<file path="src/rtl/lcd_char_writer_if.sv">
// Character handshake between the operator-symbol source and the LCD writer.
// The source (master) presents a character code with a valid flag, or asks
// for a clear; the writer (slave) answers with a combinational ready.
interface lcd_char_writer_if;
   logic [7:0] i_char;
   logic       i_valid;
   logic       i_clear;
   logic       o_ready;

   modport master (
      output i_char,
      output i_valid,
      output i_clear,
      input  o_ready
   );

   modport slave (
      input  i_char,
      input  i_valid,
      input  i_clear,
      output o_ready
   );
endinterface

</file>
<file path="src/rtl/lcd_char_writer.sv">
// HD44780-compatible character LCD writer, 8-bit write-only mode.
// After reset it waits for the panel to power up, runs the four-command init
// sequence, then writes each accepted character at the cursor. It issues a
// DDRAM set-address command whenever the cursor wraps onto a line start.
// Optional feature macro: LCD_TWO_LINE_EN selects the two-line panel
// (function set 0x38, cursor 0..31). Without it the panel is single-line
// (function set 0x30, cursor 0..15).
module lcd_char_writer #(
   parameter int unsigned PWR_WAIT_CYC = 750000,
   parameter int unsigned E_PULSE_CYC  = 25,
   parameter int unsigned CMD_WAIT_CYC = 2000,
   parameter int unsigned CLR_WAIT_CYC = 82000
) (
   input  logic                clk,
   input  logic                rst,
   lcd_char_writer_if.slave    bus,
   output logic                o_lcd_e,
   output logic                o_lcd_rs,
   output logic                o_lcd_rw,
   output logic [7:0]          o_lcd_data,
   output logic [4:0]          o_cursor
);

   // Every LCD access, whether an init command, a character, a set-address
   // or a clear, goes through the same SETUP -> E_HIGH -> WAIT cycle. The
   // kind register remembers what the write was for, so that the end of WAIT
   // knows where to go next.
   typedef enum logic [2:0] {
      S_PWR_WAIT,
      S_SETUP,
      S_E_HIGH,
      S_WAIT,
      S_IDLE
   } state_t;

   typedef enum logic [1:0] {
      K_INIT,
      K_CHAR,
      K_ADDR,
      K_CLEAR
   } kind_t;

   localparam logic [7:0] CMD_CLEAR = 8'h01;
   localparam logic [7:0] CMD_LINE0 = 8'h80;

`ifdef LCD_TWO_LINE_EN
   localparam logic [7:0] FUNC_SET  = 8'h38;
   localparam logic [7:0] CMD_LINE1 = 8'hC0;
`else
   localparam logic [7:0] FUNC_SET  = 8'h30;
`endif

   state_t      state_q, state_d;
   kind_t       kind_q, kind_d;
   logic [31:0] cnt_q, cnt_d;
   logic [1:0]  initIdx_q, initIdx_d;
   logic        rs_q, rs_d;
   logic [7:0]  data_q, data_d;
   logic [4:0]  cursor_q, cursor_d;

   logic [31:0] waitLen;
   logic [4:0]  nextCursor;
   logic        lineStart;
   logic [7:0]  lineAddr;

   // Power-up command list, indexed by position in the init sequence.
   function automatic logic [7:0] initCmd(input logic [1:0] idx);
      logic [7:0] cmd;
      case (idx)
         2'd0:    cmd = FUNC_SET;
         2'd1:    cmd = 8'h0C;
         2'd2:    cmd = CMD_CLEAR;
         default: cmd = 8'h06;
      endcase
      return cmd;
   endfunction

   // Only the clear instruction needs the long settle time; a data byte of
   // 0x01 is an ordinary character write.
   assign waitLen = (!rs_q && (data_q == CMD_CLEAR)) ? 32'(CLR_WAIT_CYC)
                                                     : 32'(CMD_WAIT_CYC);

`ifdef LCD_TWO_LINE_EN
   assign nextCursor = cursor_q + 5'd1;
   assign lineStart  = (nextCursor == 5'd16) || (nextCursor == 5'd0);
   assign lineAddr   = (nextCursor == 5'd16) ? CMD_LINE1 : CMD_LINE0;
`else
   assign nextCursor = {1'b0, cursor_q[3:0] + 4'd1};
   assign lineStart  = (nextCursor[3:0] == 4'd0);
   assign lineAddr   = CMD_LINE0;
`endif

   // State and datapath registers; reset drops the strobe at once and
   // restarts the whole power-up sequence.
   always_ff @(posedge clk or posedge rst) begin
      if (rst) begin
         state_q   <= S_PWR_WAIT;
         kind_q    <= K_INIT;
         cnt_q     <= '0;
         initIdx_q <= '0;
         rs_q      <= 1'b0;
         data_q    <= 8'h00;
         cursor_q  <= 5'd0;
      end else begin
         state_q   <= state_d;
         kind_q    <= kind_d;
         cnt_q     <= cnt_d;
         initIdx_q <= initIdx_d;
         rs_q      <= rs_d;
         data_q    <= data_d;
         cursor_q  <= cursor_d;
      end
   end

   // Sequencer: the power-up wait, the write cycle timing, and the choice of
   // the next write (next init command, line-start address, or back to idle).
   always_comb begin
      state_d   = state_q;
      kind_d    = kind_q;
      cnt_d     = cnt_q;
      initIdx_d = initIdx_q;
      rs_d      = rs_q;
      data_d    = data_q;
      cursor_d  = cursor_q;

      case (state_q)
         S_PWR_WAIT: begin
            if (cnt_q == PWR_WAIT_CYC - 1) begin
               state_d   = S_SETUP;
               cnt_d     = '0;
               kind_d    = K_INIT;
               initIdx_d = 2'd0;
               rs_d      = 1'b0;
               data_d    = initCmd(2'd0);
            end else begin
               cnt_d = cnt_q + 32'd1;
            end
         end

         S_SETUP: begin
            state_d = S_E_HIGH;
            cnt_d   = '0;
         end

         S_E_HIGH: begin
            if (cnt_q == E_PULSE_CYC - 1) begin
               state_d = S_WAIT;
               cnt_d   = '0;
            end else begin
               cnt_d = cnt_q + 32'd1;
            end
         end

         S_WAIT: begin
            if (cnt_q == waitLen - 32'd1) begin
               cnt_d = '0;
               case (kind_q)
                  K_INIT: begin
                     if (initIdx_q == 2'd3) begin
                        state_d = S_IDLE;
                     end else begin
                        state_d   = S_SETUP;
                        initIdx_d = initIdx_q + 2'd1;
                        data_d    = initCmd(initIdx_q + 2'd1);
                     end
                  end
                  K_CHAR: begin
                     cursor_d = nextCursor;
                     if (lineStart) begin
                        state_d = S_SETUP;
                        kind_d  = K_ADDR;
                        rs_d    = 1'b0;
                        data_d  = lineAddr;
                     end else begin
                        state_d = S_IDLE;
                     end
                  end
                  default: begin
                     state_d = S_IDLE;
                  end
               endcase
            end else begin
               cnt_d = cnt_q + 32'd1;
            end
         end

         S_IDLE: begin
            if (bus.i_clear) begin
               state_d  = S_SETUP;
               kind_d   = K_CLEAR;
               rs_d     = 1'b0;
               data_d   = CMD_CLEAR;
               cursor_d = 5'd0;
               cnt_d    = '0;
            end else if (bus.i_valid) begin
               state_d = S_SETUP;
               kind_d  = K_CHAR;
               rs_d    = 1'b1;
               data_d  = bus.i_char;
               cnt_d   = '0;
            end
         end

         default: begin
            state_d = S_PWR_WAIT;
            cnt_d   = '0;
         end
      endcase
   end

   assign bus.o_ready = (state_q == S_IDLE) && !bus.i_clear;
   assign o_lcd_e     = (state_q == S_E_HIGH);
   assign o_lcd_rs    = rs_q;
   assign o_lcd_rw    = 1'b0;
   assign o_lcd_data  = data_q;
   assign o_cursor    = cursor_q;

endmodule

</file>
<file path="src/flat_wrapper.sv">
// flat-port wrapper written by rule: the top's interface ports become plain ports
module lcd_char_writer_flat 
#(
   parameter int unsigned PWR_WAIT_CYC = 750000,
   parameter int unsigned E_PULSE_CYC  = 25,
   parameter int unsigned CMD_WAIT_CYC = 2000,
   parameter int unsigned CLR_WAIT_CYC = 82000
)
  (clk, rst, o_lcd_e, o_lcd_rs, o_lcd_rw, o_lcd_data, o_cursor, bus_i_char, bus_i_valid, bus_i_clear, bus_o_ready);
  lcd_char_writer_if bus_i ();
  input  logic clk;
  input  logic rst;
  output logic o_lcd_e;
  output logic o_lcd_rs;
  output logic o_lcd_rw;
  output logic [7:0] o_lcd_data;
  output logic [4:0] o_cursor;
  input wire logic [$bits(bus_i.i_char)-1:0] bus_i_char;
  input wire logic [$bits(bus_i.i_valid)-1:0] bus_i_valid;
  input wire logic [$bits(bus_i.i_clear)-1:0] bus_i_clear;
  output wire logic [$bits(bus_i.o_ready)-1:0] bus_o_ready;
  assign bus_i.i_char = bus_i_char;
  assign bus_i.i_valid = bus_i_valid;
  assign bus_i.i_clear = bus_i_clear;
  assign bus_o_ready = bus_i.o_ready;
  lcd_char_writer #(.PWR_WAIT_CYC(PWR_WAIT_CYC), .E_PULSE_CYC(E_PULSE_CYC), .CMD_WAIT_CYC(CMD_WAIT_CYC), .CLR_WAIT_CYC(CLR_WAIT_CYC)) u_core (.clk(clk), .rst(rst), .bus(bus_i), .o_lcd_e(o_lcd_e), .o_lcd_rs(o_lcd_rs), .o_lcd_rw(o_lcd_rw), .o_lcd_data(o_lcd_data), .o_cursor(o_cursor));
endmodule
</file>
<file path="config.mk">
export PLATFORM = sky130hd
export DESIGN_NAME = lcd_char_writer_flat
export DESIGN_NICKNAME = d
export VERILOG_FILES = /design/src/rtl/lcd_char_writer_if.sv /design/src/rtl/lcd_char_writer.sv /design/src/flat_wrapper.sv
export SDC_FILE = /design/constraint.sdc
export NUM_CORES = 1
export LEC_CHECK = 0
export ABC_CLOCK_PERIOD_IN_PS = 2700
export CAP_MARGIN = 0
export CORE_AREA = 4 4 102 104
export DETAILED_ROUTE_END_ITERATION = 8
export DIE_AREA = 0 0 106 108
export SLEW_MARGIN = 20
export SYNTH_ARGS = -nofsm -noshare
export SYNTH_HDL_FRONTEND = slang
export SYNTH_SLANG_ARGS = --single-unit
</file>
<file path="constraint.sdc">
create_clock -name clk -period 2.7 [get_ports clk]
set_input_delay 0.27 -clock clk [delete_from_list [all_inputs] [get_ports clk]]
set_output_delay 0.27 -clock clk [all_outputs]
set_load 0.02 [all_outputs]
</file>
==> impl_metrics.tcl, run 1 <==
set metrics [dict create \
    status "finished clean" \
    period_needed_ns 2.45 \
    reg2reg_from "u_core.cnt_q[0]$_DFFE_PP0N_" \
    p_int_mw 1.91 \
    yosysWarnings 0 \
    dp_slack_ns 0.290 \
    antenna_found_initial 0 \
    grtUsageMet2_pct 24.9 \
    worst_slew_pin_slew_ns 0.656 \
    synth_seq_area_share_pct 39.6 \
    synth.avg_cell_area_um2 8.90 \
    grt_usage_pct 14.8 \
    core_area_um2 9550 \
    cts-resized-gates 0 \
    maxCapViolations 0 \
    ant_nets 0 \
    fp.dieW_um 106 \
    ys_ff_latch 52 \
    netlist_instances 369 \
    hpwl_mm 5.90 \
    clkTransAtPathRegs_ns 0.10 \
    htree_levels 2 \
    worst_slack_ns 0.252 \
    die_h_um 108 \
    numCtsBuffers 5 \
    crit_chain "or3b_1 -> nor2_1 -> clkdlybuf4s50_1" \
    start_util_pct 34.4 \
    synthArstFlopShare_pct 100 \
    crit_slowest_cell "clkdlybuf4s50_1" \
    syn2layout_area_growth_pct 17.0 \
    gp_congestion 0.818 \
    layout.nets 418 \
    dr.pass1.iters 4 \
    drive_gt1_share_pct 11.0 \
    leakagePower_nw 1.53 \
    switching_power_mw 1.40 \
    post_cts_hold_buffer_count 0 \
    maxSlewViolCount 0 \
    reg2reg_depth 7 \
    dieArea_um2 11400 \
    stdcell_count 532 \
    rsz0062_at_grt "no" \
    power.total_mw 3.32 \
    setup_violations 0 \
    grt_pass1_wl_mm 13.9 \
    rows 36 \
    drc 0 \
    busiest_layer "met2" \
    synth_cell_types 59 \
    met3_usage_pct 2.51 \
    io_pins 29 \
    vias 2905 \
    power_density_nw_per_um2 862 \
    clock_skew_ns 0.00891 \
    fmax_ghz 0.409 \
    crit_path_max_fanout 11 \
    synth_ff_type "dfrtp_1" \
    ir_worst_vdd_mv 0.404 \
    io_buffer_count 26 \
    min_path_type "in -> async" \
    cpPeakStageDelay_ns 0.63 \
    clkPwrFrac_pct 18.2 \
    ctsRootBufferMaster "clkbuf_8" \
    grt_max_degree 30 \
    clock_path_buffers 2 \
    first_global_vias 2788 \
    hold_viol 0 \
    grt-ovfl-total 0 \
    start_kind "flip-flop" \
    share_seq_of_total_power_pct 32.9 \
    met1_usage_pct 19.9 \
    wirelength_mm 8.15 \
    combPwrFrac_pct 48.9 \
    final_cell_mix "52 x dfrtp_1, 46 x nand2_1, 39 x o21ai_0" \
    synth_edf_count 0 \
    worstSetupEndpointType "output port" \
    mostFrequentLayoutCell "dfrtp_1" \
    viasPerCell 5.46 \
    drt_iter0_markers 143 \
    antenna_cells 0 \
    max-slew-margin-rel_pct 56.2 \
    crit_required_ns 2.43 \
    cts_setup_buffers 0 \
    tns_ns 0 \
    mappedNetlistArea_um2 3290 \
    swShare_pct 42.4 \
    r2r-end "u_core.o_lcd_data[2]$_DFFE_PP0P_" \
    dp_cells 524 \
    wire_per_inst_um 15.3 \
    crit_type "reg -> out" \
    arrival_ns 2.18 \
    worst_skew_pair.late_latency_ns 0.31 \
    cts_tree "done" \
    rrSetupSlack_ns 0.28 \
    cts_sinks 52 \
    min_period_over_period_pct 90.7 \
]
==> power groups by stage <==
stage / registers (mW) / logic, mW / clock network (mW)
floorplan: 1.13 / 1.10 / 0
global placement: 1.10 / 1.60 / 0
detailed placement: 1.10 / 1.63 / 0
CTS: 1.09 / 1.64 / 0.617
global route: 1.13 / 1.78 / 0.648
finish: 1.09 / 1.62 / 0.605
==> area by class of cell <==
type                            instances  area [um2]
Sequential cell                        52        1300
Clock inverter                          1        30.0
Multi-Input combinational cell        283        1830
Fill cell                             976        5700
Tap cell                              133         166
Inverter                               16        60.1
Timing Repair Buffer                   40         365
Clock buffer                            7        96.3
==> how the worst max path moves through the flow <==
stage / from / slack (ns) / end / depth (start not counted)
after global routing: u_core.cnt_q[0]$_DFFE_PP0N_ / 0.11 / u_core.o_lcd_data[0]$_DFFE_PP0P_ / 7
after detailed placement: u_core.cnt_q[0]$_DFFE_PP0N_ / 0.29 / u_core.o_lcd_data[2]$_DFFE_PP0P_ / 7
after floorplan: u_core.o_lcd_data[1]$_DFFE_PP0P_ / 0.47 / u_core.o_lcd_data[0]$_DFFE_PP0P_ / 6
after global placement: u_core.o_lcd_data[1]$_DFFE_PP0P_ / 0.36 / u_core.o_lcd_data[3]$_DFFE_PP0P_ / 6
after CTS: u_core.state_q[2]$_DFFE_PP0P_ / 0.25 / bus_o_ready / 3
final: u_core.state_q[2]$_DFFE_PP0P_ / 0.25 / bus_o_ready / 3
==> cell usage after synthesis, types with 5 or more instances <==
cell type  count  area [um2]
and3_1         6        37.5
nand2_1       46         173
nor4_1         5        31.3
buf_2         10        50.1
o31ai_1        7        52.6
a21oi_1       12        60.1
clkbuf_1       5        18.8
nand3_1       18        90.1
inv_1         16        60.1
mux2_4         5        75.1
o22ai_1        6        37.5
o21ai_0       39         195
ha_1           8         100
nand4_1       13        81.3
and2_1         6        37.5
or3_1         15        93.8
nor2_1        20        75.1
o21ai_1        6        30.0
dfrtp_1       52        1300
nor3_1         9        45.0
mux2i_1        7        70.1
==> per-stage QoR <==
step           instance area [um2]  hold WS (ns)  utilization, %
2_1_floorplan                 3290         0.407               -
3_3_place_gp                  3720         0.512            38.9
3_5_place_dp                  3720         0.523            38.9
4_1_cts                       3840         0.383            40.3
5_1_grt                       3840         0.416            40.3
6_report                      3840         0.359            40.3
==> registers in the layout, indices dropped and copies added, names as in the netlist <==
| signal | flops |
|---|---|
| u_core.state_q | 3 |
| u_core.cnt_q | 32 |
| u_core.o_cursor | 4 |
| u_core.o_lcd_rs | 1 |
| u_core.kind_q | 2 |
| u_core.initIdx_q | 2 |
| u_core.o_lcd_data | 8 |
==> critical path: cells and delay by family (launching register included) <==
kind / cells / cell delay [ns]
buf+inv: 1 / 0.63
simple gates: 2 / 0.72
flops: 1 / 0.51
==> per-layer routing <==
| layer | vias to the layer above | part of all wire, % |
|---|---|---|
| met2 | 88 | 47 |
| met3 | 12 | 4.7 |
| li1 | 1409 | - |
| met1 | 1396 | 47 |
| met4 | 0 | 1.3 |
| met5 | - | 0 |
==> cells by family after synthesis <==
logic type | after synthesis | share of synthesized area (%)
other | 1 | 0.114
multiplexers | 14 | 5.45
flip-flops | 52 | 39.6
adder cells (fa/ha/maj) | 8 | 3.05
XOR/XNOR | 3 | 0.800
buffers and inverters | 35 | 4.95
AND/OR/NAND/NOR | 167 | 29.3
AO/OA/AOI/OAI | 89 | 16.8
(Power assumes the default switching activity.)
==> inputs of run 2 (changes only) <==
--- a/config.mk
+++ b/config.mk
@@ -5,11 +5,12 @@
 export SDC_FILE = /design/constraint.sdc
 export NUM_CORES = 1
 export LEC_CHECK = 0
+export ABC_AREA = 1
 export ABC_CLOCK_PERIOD_IN_PS = 2700
 export CAP_MARGIN = 0
-export CORE_AREA = 4 4 102 104
+export CORE_AREA = 4 4 109 111
 export DETAILED_ROUTE_END_ITERATION = 8
-export DIE_AREA = 0 0 106 108
+export DIE_AREA = 0 0 113 115
 export SLEW_MARGIN = 20
 export SYNTH_ARGS = -nofsm -noshare
 export SYNTH_HDL_FRONTEND = slang
==> impl_metrics.tcl, run 2 <==
set metrics [dict create \
    status "finished clean" \
    setup_violations 0 \
    grt-ovfl-total 0 \
    numCtsBuffers 5 \
    arrival_ns 2.46 \
    syn2layout_area_growth_pct 12.8 \
    dpl_cell_area_um2 4120 \
    antenna_cells 0 \
    gp_congestion 0.934 \
    grt_usage_pct 15.8 \
    rows 38 \
    hold_slack_ns 0.242 \
    ys_ff_latch 52 \
    viasPerCell 4.85 \
    period_needed_ns 2.25 \
    post_cts_hold_buffer_count 0 \
    antenna_found_initial 0 \
    grt_max_degree 35 \
    ir_worst_vdd_mv 0.165 \
    maxSlewViolCount 0 \
    synth_top_area_share_pct 34.9 \
    post-synth-top-count-cell "nand2_1" \
    hpwl_mm 7.37 \
    ant_nets 0 \
    cts_setup_buffers 0 \
    synth_area_leaders "dfrtp_1 35%, nand2_1 19%, nor2_1 7.3%" \
    htree_levels 2 \
    cts_tree "done" \
    nFillCells 1141 \
    yosys.area.top_type "dfrtp_1" \
    final_cell_mix "185 x nand2_1, 73 x nor2_1, 61 x inv_1" \
    fp.dieW_um 113 \
    worstSetupEndpointType "flip-flop" \
    clock_skew_ns 0.0106 \
    vias 3526 \
    min_period_over_period_pct 83.3 \
    synth_cell_types 38 \
    synthArstFlopShare_pct 100 \
    max-slew-margin-rel_pct 43.9 \
    fmax_ghz 0.444 \
    cts-resized-gates 0 \
    clock_path_buffers 2 \
    worst_slew_pin_slew_ns 0.834 \
    ctsRootBufferMaster "clkbuf_8" \
    drc 0 \
    crit_path_max_fanout 32 \
    netlist_instances 560 \
    largest_reg_flops 32 \
    layout.nets 606 \
    io_buffer_count 26 \
    regArea_um2 1300 \
    power.total_mw 1.31 \
    mappedNetlistArea_um2 3730 \
    start_util_pct 34.6 \
    core_area_um2 10800 \
    synth_edf_count 0 \
    dp_cells 719 \
    yosysWarnings 0 \
    rsz0062_at_grt "no" \
    cts_sinks 52 \
    drive_gt1_share_pct 6.98 \
    dieArea_um2 13000 \
    first_global_vias 3420 \
    dr.pass1.iters 5 \
    drt_iter0_markers 188 \
    grt_pass1_wl_mm 16.9 \
    crit_required_ns 2.91 \
    yosys-top-cells-count "185 x nand2_1, 73 x nor2_1, 62 x inv_1" \
    worst_skew_pair.late_latency_ns 0.32 \
    power_density_nw_per_um2 310 \
    wire_per_inst_um 13.4 \
    die_h_um 115 \
    clkTransAtPathRegs_ns 0.11 \
    io_pins 29 \
    synth_ff_type "dfrtp_1" \
    mostFrequentLayoutCell "nand2_1" \
    fin_area_um2 4210 \
    stdcell_count 727 \
    leakagePower_nw 2.01 \
    hold_viol 0 \
    tns_ns 0 \
    largest_register "u_core.cnt_q" \
    wirelength_mm 9.74 \
    synth.avg_cell_area_um2 6.66 \
    maxCapViolations 0 \
    synth_seq_area_share_pct 34.9 \
    multi_input_area_um2 2100 \
    start_kind "flip-flop" \
    crit_type "reg -> reg" \
    min_path_type "in -> async" \
]
==> run 2: cell count changes in the layout (fill, tap and decap cells not counted), moves of 13 or more <==
cell     previous run  this run
nand2_1            46       185
nor2_1             20        73
inv_1              15        61
nand3_1            18        37
o21ai_0            39        20
or3_1              15         1
xor2_1              1        14
==> run 2: through the flow <==
stage / util (%) / setup WS, ns
2_1_floorplan: - / 0.913
3_3_place_gp: 38.1 / 0.514
3_5_place_dp: 38.1 / 0.478
4_1_cts: 39.0 / 0.452
5_1_grt: 39.0 / 0.213
6_report: 39.0 / 0.450
==> run 2: critical path: stages, from the launching register on <==
cell	delay, ns
dfrtp_1	0.38
ha_1	0.23
nand3_2	0.20
nor2_1	0.16
nand2_1	0.06
nor2_1	0.15
nand3_2	0.09
nand2_2	0.28
nand2_4	0.30
a21bo_2	0.28
==> run 2: power by group <==
| group | switching [mW] | internal, mW |
|---|---|---|
| Clock | 0.283 | 0.206 |
| Sequential | 0 | 0.778 |
| Combinational | 0.0226 | 0.0161 |
| Total | 0.306 | 1.00 |
==> run 2: final cells by class <==
class | count | area share [%]
Clock buffer | 6 | 1.96
Clock inverter | 2 | 0.238
Inverter | 67 | 5.98
Multi-Input combinational cell | 430 | 49.8
Sequential cell | 52 | 30.9
Tap cell | 140 | 4.16
Timing Repair Buffer | 30 | 6.90
==> run 2: worst paths after layout <==
check                                            startpoint                                to  slack (ns)  depth (start not counted)
max in group asynchronous                               rst       u_core.cnt_q[0]$_DFFE_PP0N_        1.85                          3
setup reg to reg                u_core.cnt_q[1]$_DFFE_PP0N_      u_core.cnt_q[17]$_DFFE_PP0N_        0.45                          9
hold reg to reg            u_core.o_lcd_data[7]$_DFFE_PP0P_  u_core.o_lcd_data[7]$_DFFE_PP0P_        0.51                          2
min in group clk           u_core.o_lcd_data[7]$_DFFE_PP0P_  u_core.o_lcd_data[7]$_DFFE_PP0P_        0.51                          2
setup / recovery                u_core.cnt_q[1]$_DFFE_PP0N_      u_core.cnt_q[17]$_DFFE_PP0N_        0.45                          9
hold / removal                                          rst      u_core.cnt_q[19]$_DFFE_PP0N_        0.24                          2
==> run 2: kinds of logic (layout without fill, tap and decap cells) <==
family	count (synthesis)	count (layout)	share of synthesized area, %
and+or+nand+nor	362	362	43.1
xor gates and xnor gates	15	15	3.52
adders and majority gates	8	8	2.68
AOI/OAI and AO/OA	43	43	6.67
DFF	52	52	34.9
buffers and inverters	79	105	9.02
other	1	2	0.101
==> run 2: metal layers <==
layer  GRT usage (%)  part of all wire, %
met3            3.26                  4.3
met5               0                    0
met1            21.9                   49
met4            3.04                  1.3
met2            25.6                   45
==> inputs of run 3 (changes only) <==
--- a/config.mk
+++ b/config.mk
@@ -6,7 +6,7 @@
 export NUM_CORES = 1
 export LEC_CHECK = 0
 export ABC_AREA = 1
-export ABC_CLOCK_PERIOD_IN_PS = 2700
+export ABC_CLOCK_PERIOD_IN_PS = 2150
 export CAP_MARGIN = 0
 export CORE_AREA = 4 4 109 111
 export DETAILED_ROUTE_END_ITERATION = 8
==> constraint.sdc (replaced) <==
create_clock -name clk -period 2.15 [get_ports clk]
set_input_delay 0.215 -clock clk [delete_from_list [all_inputs] [get_ports clk]]
set_output_delay 0.215 -clock clk [all_outputs]
set_load 0.02 [all_outputs]
==> impl_metrics.tcl, run 3 (synthesis results as in run 2) <==
set metrics [dict create \
    status "finished clean" \
    viasPerCell 4.88 \
    final_cell_mix "185 x nand2_1, 71 x nor2_1, 61 x inv_1" \
    gp_congestion 0.927 \
    fmax_ghz 0.505 \
    min_period_over_period_pct 92.1 \
    mostFrequentLayoutCell "nand2_1" \
    ctsRootBufferMaster "clkbuf_8" \
    tns_ns 0 \
    worstSetupEndpointType "flip-flop" \
    clock_path_buffers 2 \
    start_util_pct 34.6 \
    antenna_cells 0 \
    fp.dieW_um 113 \
    rsz0062_at_grt "no" \
    max-slew-margin-rel_pct 61.3 \
    arrival_ns 2.24 \
    fin_area_um2 4360 \
    power_density_nw_per_um2 377 \
    wire_per_inst_um 13.5 \
    dieArea_um2 13000 \
    dr.pass1.iters 4 \
    cpPeakStageDelay_ns 0.39 \
    die_h_um 115 \
    crit_chain "ha_2 -> nand3_4 -> nor2_1 -> nand2_1 -> nor2_1 -> nand3_2 -> nand2_2 -> buf_4 -> buf_4 -> nand4_1 -> nand2_1" \
    rows 38 \
    cts_tree "done" \
    maxSlewViolCount 0 \
    numCtsBuffers 5 \
    worst_slew_pin_slew_ns 0.579 \
    critical_path.top_delay_family "simple AND/OR/NAND/NOR gates" \
    largest_reg_flops 32 \
    crit_required_ns 2.41 \
    clkTransAtPathRegs_ns 0.10 \
    dpl_cell_area_um2 4190 \
    cts_sinks 52 \
    grt-ovfl-total 0 \
    io_pins 29 \
    period_needed_ns 1.98 \
    leakagePower_nw 2.09 \
    ant_nets 0 \
    crit_path_max_fanout 12 \
    hold_viol 0 \
    core_area_um2 10800 \
    htree_levels 2 \
    start_kind "flip-flop" \
    first_global_vias 3636 \
    drive_gt1_share_pct 9.87 \
    min_path_type "in -> async" \
    wirelength_mm 9.94 \
    ir_worst_vdd_mv 0.219 \
    crit_slowest_cell "dfrtp_1" \
    grt_pass1_wl_mm 17.0 \
    hpwl_mm 7.54 \
    antenna_found_initial 0 \
    critPathBufInv 2 \
    setup_violations 0 \
    drc 0 \
    rrSetupSlack_ns 0.17 \
    grt_max_degree 33 \
    grt_usage_pct 15.8 \
    worst_skew_pair.late_latency_ns 0.32 \
    io_buffer_count 26 \
    vias 3605 \
    largest_register "u_core.cnt_q" \
    clock_skew_ns 0.0142 \
    syn2layout_area_growth_pct 16.8 \
    maxCapViolations 0 \
    drt_iter0_markers 300 \
    layout.nets 617 \
    crit_type "reg -> reg" \
]
## run 3: report_power, final
| part | total, mW | internal, mW | switching, mW |
|---|---|---|---|
| clock network | 0.617 | 0.264 | 0.353 |
| registers | 0.977 | 0.977 | 0 |
| logic | 0.0496 | 0.0215 | 0.0281 |
## run 3: final cells by class
class,instances,area [um2]
inverters,67,251
flip-flops and latches,52,1300
repair buffers,41,388
well taps,140,175
clock inverters,2,13.8
fillers,1117,6430
multi-input cells,430,2140
clock buffers,6,82.6
## run 3: final timing paths
check / start / cells past startpoint / endpoint
setup / recovery: u_core.cnt_q[1]$_DFFE_PP0N_ / 11 / u_core.o_lcd_data[1]$_DFFE_PP0P_
hold / removal: rst / 2 / u_core.o_lcd_data[3]$_DFFE_PP0P_
setup reg to reg: u_core.cnt_q[1]$_DFFE_PP0N_ / 11 / u_core.o_lcd_data[1]$_DFFE_PP0P_
hold reg to reg: u_core.o_lcd_data[7]$_DFFE_PP0P_ / 2 / u_core.o_lcd_data[7]$_DFFE_PP0P_
max in group asynchronous: rst / 3 / u_core.cnt_q[8]$_DFFE_PP0N_
min in group clk: u_core.o_lcd_data[7]$_DFFE_PP0P_ / 2 / u_core.o_lcd_data[7]$_DFFE_PP0P_
## run 3: worst reg2reg max path, stage by stage, from the launching register on
cell and delay, ns:
dfrtp_1 0.39, ha_2 0.25, nand3_4 0.14, nor2_1 0.15, nand2_1 0.06, nor2_1 0.15, nand3_2 0.09, nand2_2 0.14
buf_4 0.23, buf_4 0.15, nand4_1 0.09, nand2_1 0.10
## run 3: repair_timing
| item | 4_1_cts | 5_1_grt |
|---|---|---|
| setup endpoints to repair | 0 | 42 |
| hold buffers | 0 | 0 |
| endpoints found under the hold margin | 0 | 0 |
| buffers inserted | 0 | 3 |
| resized for setup | 0 | 12 |
## run 3: metrics by stage
stage / hold slack (ns) / worst slack [ns] / std cells / power (mW) / utilization [%]
after floorplan: 0.371 / 0.363 / 561 / 1.02 / -
after global placement: 0.485 / 0.141 / 727 / 1.05 / 38.8
after detailed placement: 0.484 / 0.0706 / 727 / 1.05 / 38.8
after CTS: 0.239 / 0.0630 / 735 / 1.67 / 39.7
after global routing: 0.270 / 0.0125 / 738 / 1.72 / 40.4
final: 0.227 / 0.170 / 738 / 1.64 / 40.4
## run 3: routing by layer
metal	part of all wire [%]	GRT usage (%)	vias up	routed length [um]
met4	2.2	5.21	0	216
met2	46	25.8	68	4560
met1	48	21.0	1671	4770
li1	-	-	1842	-
met5	0	0	-	0
met3	3.9	3.37	24	391
